<file path="config.mk">
export PLATFORM = sky130hd
export DESIGN_NAME = imem_loader
export DESIGN_NICKNAME = d
export VERILOG_FILES = /design/src/rtl/imem_loader.sv
export SDC_FILE = /design/constraint.sdc
export NUM_CORES = 1
export LEC_CHECK = 0
export CAP_MARGIN = 25
export CORE_UTILIZATION = 50
export DETAILED_ROUTE_END_ITERATION = 6
export PLACE_DENSITY = 0.82
export SYNTH_ARGS = -nofsm -noshare
export SYNTH_HDL_FRONTEND = slang
export SYNTH_SLANG_ARGS = --single-unit
</file>
<file path="constraint.sdc">
create_clock -name clk -period 2 [get_ports clk]
set_input_delay 0.4 -clock clk [delete_from_list [all_inputs] [get_ports clk]]
set_output_delay 0.4 -clock clk [all_outputs]
set_load 0.01 [all_outputs]
</file>
<file path="src/rtl/imem_loader.sv">
// Boot-time instruction-memory loader: parses a framed little-endian byte image,
// writes one 32-bit word per four payload bytes and verifies an XOR checksum.
module imem_loader #(
  parameter int unsigned           ADDR_WIDTH = 10,
  parameter logic [ADDR_WIDTH-1:0] BASE_ADDR  = '0
) (
  input  logic                  clk,
  input  logic                  rst,
  input  logic                  start,
  input  logic [7:0]            byte_in,
  input  logic                  byte_valid,
  output logic                  byte_ready,
  output logic                  mem_we,
  output logic [ADDR_WIDTH-1:0] mem_addr,
  output logic [31:0]           mem_wdata,
  output logic                  busy,
  output logic                  done,
  output logic                  error,
  output logic                  cpu_hold
);

  typedef enum logic [2:0] {
    S_IDLE,
    S_HDR,
    S_DATA,
    S_CHK,
    S_DONE,
    S_ERR
  } state_e;

  localparam logic [32:0] MAX_WORDS = 33'd1 << ADDR_WIDTH;

  state_e                state_q, state_d;
  logic [1:0]            byte_cnt_q, byte_cnt_d;
  logic [ADDR_WIDTH:0]   word_cnt_q, word_cnt_d;
  logic [ADDR_WIDTH:0]   n_words_q, n_words_d;
  logic [23:0]           shift_q, shift_d;
  logic [7:0]            csum_q, csum_d;
  logic                  byte_ready_q, byte_ready_d;
  logic                  mem_we_q, mem_we_d;
  logic [ADDR_WIDTH-1:0] mem_addr_q, mem_addr_d;
  logic [31:0]           mem_wdata_q, mem_wdata_d;
  logic                  busy_q, busy_d;
  logic                  done_q, done_d;
  logic                  error_q, error_d;
  logic                  cpu_hold_q, cpu_hold_d;

  logic                  accept;
  logic [31:0]           full_word;

  assign accept    = byte_valid && byte_ready_q;
  // Bytes 0..2 of the current word (or header) live in shift_q; byte 3 arrives live.
  assign full_word = {byte_in, shift_q};

  always_comb begin
    state_d     = state_q;
    byte_cnt_d  = byte_cnt_q;
    word_cnt_d  = word_cnt_q;
    n_words_d   = n_words_q;
    shift_d     = shift_q;
    csum_d      = csum_q;
    mem_we_d    = 1'b0;
    mem_addr_d  = mem_addr_q;
    mem_wdata_d = mem_wdata_q;
    done_d      = done_q;
    error_d     = error_q;

    case (state_q)
      S_IDLE, S_DONE, S_ERR: begin
        if (start) begin
          state_d    = S_HDR;
          byte_cnt_d = '0;
          word_cnt_d = '0;
          csum_d     = '0;
          done_d     = 1'b0;
          error_d    = 1'b0;
        end
      end

      S_HDR, S_DATA: begin
        if (accept) begin
          csum_d     = csum_q ^ byte_in;
          byte_cnt_d = byte_cnt_q + 2'd1;
          case (byte_cnt_q)
            2'd0:    shift_d[7:0]   = byte_in;
            2'd1:    shift_d[15:8]  = byte_in;
            2'd2:    shift_d[23:16] = byte_in;
            default: ;
          endcase

          if (byte_cnt_q == 2'd3) begin
            if (state_q == S_HDR) begin
              if ({1'b0, full_word} > MAX_WORDS) begin
                state_d = S_ERR;
                error_d = 1'b1;
              end else if (full_word == '0) begin
                state_d = S_CHK;
              end else begin
                n_words_d = full_word[ADDR_WIDTH:0];
                state_d   = S_DATA;
              end
            end else begin
              mem_we_d    = 1'b1;
              mem_addr_d  = BASE_ADDR + word_cnt_q[ADDR_WIDTH-1:0];
              mem_wdata_d = full_word;
              word_cnt_d  = word_cnt_q + {{ADDR_WIDTH{1'b0}}, 1'b1};
              if (word_cnt_d == n_words_q) begin
                state_d = S_CHK;
              end
            end
          end
        end
      end

      S_CHK: begin
        if (accept) begin
          if (byte_in == csum_q) begin
            state_d = S_DONE;
            done_d  = 1'b1;
          end else begin
            state_d = S_ERR;
            error_d = 1'b1;
          end
        end
      end

      default: state_d = S_IDLE;
    endcase

    // Status flags follow the next state so they are registered with it.
    busy_d       = (state_d == S_HDR) || (state_d == S_DATA) || (state_d == S_CHK);
    byte_ready_d = busy_d;
    cpu_hold_d   = busy_d || (state_d == S_ERR);
  end

  always_ff @(posedge clk) begin
    if (rst) begin
      state_q      <= S_IDLE;
      byte_cnt_q   <= '0;
      word_cnt_q   <= '0;
      n_words_q    <= '0;
      shift_q      <= '0;
      csum_q       <= '0;
      byte_ready_q <= 1'b0;
      mem_we_q     <= 1'b0;
      mem_addr_q   <= '0;
      mem_wdata_q  <= '0;
      busy_q       <= 1'b0;
      done_q       <= 1'b0;
      error_q      <= 1'b0;
      cpu_hold_q   <= 1'b0;
    end else begin
      state_q      <= state_d;
      byte_cnt_q   <= byte_cnt_d;
      word_cnt_q   <= word_cnt_d;
      n_words_q    <= n_words_d;
      shift_q      <= shift_d;
      csum_q       <= csum_d;
      byte_ready_q <= byte_ready_d;
      mem_we_q     <= mem_we_d;
      mem_addr_q   <= mem_addr_d;
      mem_wdata_q  <= mem_wdata_d;
      busy_q       <= busy_d;
      done_q       <= done_d;
      error_q      <= error_d;
      cpu_hold_q   <= cpu_hold_d;
    end
  end

  assign byte_ready = byte_ready_q;
  assign mem_we     = mem_we_q;
  assign mem_addr   = mem_addr_q;
  assign mem_wdata  = mem_wdata_q;
  assign busy       = busy_q;
  assign done       = done_q;
  assign error      = error_q;
  assign cpu_hold   = cpu_hold_q;

endmodule

</file>
==> results.toml <==
[worst_setup_path]
cp-startpoint = "byte_valid"
arrival_ns = 2.24
crit_required_ns = 2.32
rrSetupSlack_ns = 0.15
regToRegStartpoint = "state_q[0]"
cp_max_fo = 9
r2r-end = "word_cnt_q[5]"
crit_path_end_kind = "flip-flop"
r2r_cells = 6
endpoint = "word_cnt_q[5]"
critPathKind = "in -> reg"
start_kind = "input port"

[clocking]
clkLatencyLatePin_ns = 0.39
clockBufferDepth = 2
clkSinkCount = 106
hold_buffers = 0
numCtsBuffers = 9
post-cts-setup-buffers = 0
cts_tree = "yes"
cts-htree-levels = 3
clkTransAtPathRegs_ns = 0.11
root_buffer = "clkbuf_8"

[sta]
period_needed_ns = 1.928
setup_viol = 0
rsz0062_at_grt = "no"
fmax_mhz = 518.7
slew_viol_final = 0
finalCritPeriodShare_pct = 96.40
finalHoldViolCount = 0
final.setup_skew_ns = 0.01879
setup_tns_ns = 0
worst_slew_pin_slew_ns = 0.4875
slew_headroom_pct = 67.50

[status]
run_status = "complete, no violations"

[die]
core_area_um2 = 9196
die-area_um2 = 9862
rows = 35
ioPinCount = 60
initial_core_util_pct = 51.48
die_w_um = 99.31
dieHeight_um = 99.31

[grt]
grt_pass1_wl_um = 18440
antenna_found_initial = 0
track_usage_pct = 23.48
grt-busiest-layer = "met2"
grt_max_degree = 44
grt-ovfl-total = 0
globalRouteMet1Util_pct = 28.18
grtUsageMet3_pct = 4.216
grt_pass1_vias = 3905
met2_usage_pct = 40.97

[routing]
avgViaCountPerCell = 5.507
routed_wl_um = 11110
drc = 0
drtPass1Iterations = 4
num_vias = 4070
drtAntennaViolNets = 0
wl_per_cell_um = 15.03
drtIter0Drc = 193

[logic_synthesis]
syn_nets = 569
ys_warn_count = 0
synth.mux.area_fraction_pct = 7.188
syn_area_um2 = 4735
synth_compound_area_share_pct = 13.16
yosysUniqueCellTypes = 51
synth-async-reset-ratio_pct = 0
synth_top_family_by_area = "simple AND/OR/NAND/NOR gates"
synth_xor_area_share_pct = 4.995
synth-adder-area-share_pct = 1.321
synth_area_leaders = "dfxtp_1 (45%), nand2_1 (7.2%), mux2i_1 (7.2%)"
yosys.area_share.simple_pct = 22.65
syn-instance-count = 552
synth.largest_area_cell = "dfxtp_1"
synth-edff-count = 0
syn_area_per_cell_um2 = 8.577
ys_seq_area_share_pct = 44.82
yosysTopAreaCellShare_pct = 44.82
synth_flop_cell = "dfxtp_1"
yosys_register_bits = 106

[final_layout]
seq_area_um2 = 2123
area_delta_synth_final_pct = 23.81
n_antenna_cell = 0
layout-drive-gt1-share_pct = 12.58
multi_input_comb_area_um2 = 2375
layout_common_cells = "dfxtp_1 (105), nand2_1 (91), a21oi_1 (67)"
fillers = 757
layout_commonest_cell = "dfxtp_1"
layout.nets = 640

[power]
power_frac_comb_pct = 12.0
ir_drop_mv = 0.4151
p_int_uw = 2863
clkPwrFrac_pct = 33.7
power_uw = 4032
p_seq_share_pct = 54.3
switching_share_pct = 29.00
power_density_nw_per_um2 = 687.8
netSwitchingPower_uw = 1169
leakagePower_uw = 0.002161

[placed_design]
dp_hpwl_um = 7893
gp_congestion = 0.8834
port_buffers = 59

[job]
drv_cap = 0

[min_path]
min_path_type = "in -> reg"
[kinds of logic (layout without fill, tap and decap cells)]
logic type / Yosys count / in the layout
adders and majority gates: 5 / 5
muxes: 34 / 34
DFF: 106 / 106
AOI/OAI and AO/OA: 109 / 109
buffers and inverters: 50 / 126
and+or+nand+nor: 221 / 221
xor gates and xnor gates: 27 / 27
[what timing repair did]
| item | 4_1_cts | 5_1_grt |
|---|---|---|
| endpoints found under the hold margin | 0 | 0 |
| endpoints found under the setup margin | 0 | 30 |
| gates resized for setup | 0 | 8 |
[power groups by stage]
| stage | Clock, uW | Combinational [uW] | Sequential (uW) |
|---|---|---|---|
| global placement | 0 | 455 | 2230 |
| finish | 1360 | 483 | 2190 |
| global route | 1450 | 529 | 2200 |
| detailed placement | 0 | 466 | 2240 |
| CTS | 1380 | 469 | 2190 |
| floorplan | 0 | 285 | 2230 |
[cells in the mapped netlist, types with 2 or more instances]
cell type  count
a21o_1         2
a21oi_1       67
a31oi_1        5
and2_1         4
and3_1         4
buf_2          9
buf_4          3
buf_6          9
clkbuf_1      22
dfxtp_1      106
ha_1           5
inv_1          7
mux2i_1       34
nand2_1       91
nand2b_1       3
nand3_1       13
nand3b_1      11
nand4_1        3
nand4b_4       2
nor2_1        63
nor2b_1        4
nor3_1         3
nor4_1         6
o21ai_0       18
o21ai_1        2
or3_1          6
xnor2_1       21
xor2_1         6
[routing by layer]
layer	vias up	part of all wire [%]
li1	2012	-
met1	1920	44
met2	123	50
met3	15	4.6
met4	0	1.6
met5	-	0
[worst min path at each step]
stage | startpoint | to | slack (ns) | cells past startpoint
6_report | rst | shift_q[22] | 0.46 | 2
5_1_grt | rst | state_q[2] | 0.48 | 2
4_1_cts | rst | shift_q[22] | 0.44 | 2
3_5_place_dp | mem_wdata[16] | mem_wdata[16] | 0.45 | 2
3_3_place_gp | mem_wdata[22] | mem_wdata[22] | 0.44 | 2
2_1_floorplan | shift_q[23] | mem_wdata[23] | 0.44 | 2
[metrics by stage]
stage / std cells / cell area (um^2) / hold WS, ns / utilization [%] / setup WS, ns
6_report: 739 / 5862 / 0.4618 / 63.74 / 0.07200
5_1_grt: 739 / 5862 / 0.4764 / 63.74 / 0.004566
4_1_cts: 739 / 5826 / 0.4448 / 63.35 / 0.04343
3_5_place_dp: 723 / 5622 / 0.4469 / 61.13 / -0.3307
3_3_place_gp: 723 / 5622 / 0.4412 / 61.13 / -0.3682
2_1_floorplan: 552 / 4735 / 0.4438 / - / 0.1161
[state kept, by name (all words and copies together), names as in the netlist]
signal	flops
mem_addr	10
shift_q	24
mem_we	1
busy	1
csum_q	8
byte_cnt_q	2
done	1
n_words_q	11
cpu_hold	1
error	1
word_cnt_q	11
state_q	3
mem_wdata	32
[area by class of cell]
class,count,share of cell area (%)
Clock buffer,9,2.113
Multi-Input combinational cell,396,40.51
Clock inverter,7,1.366
Tap cell,111,2.369
Sequential cell,106,36.22
Timing Repair Buffer,103,16.97
Inverter,7,0.4482
[critical path: stages]
cell and delay (ns):
clkdlybuf4s50_1 0.60, nand4b_4 0.19, a21oi_4 0.21, buf_4 0.16, o211ai_4 0.14, or3_1 0.39, a21oi_1 0.15
(Power assumes the default switching activity.)
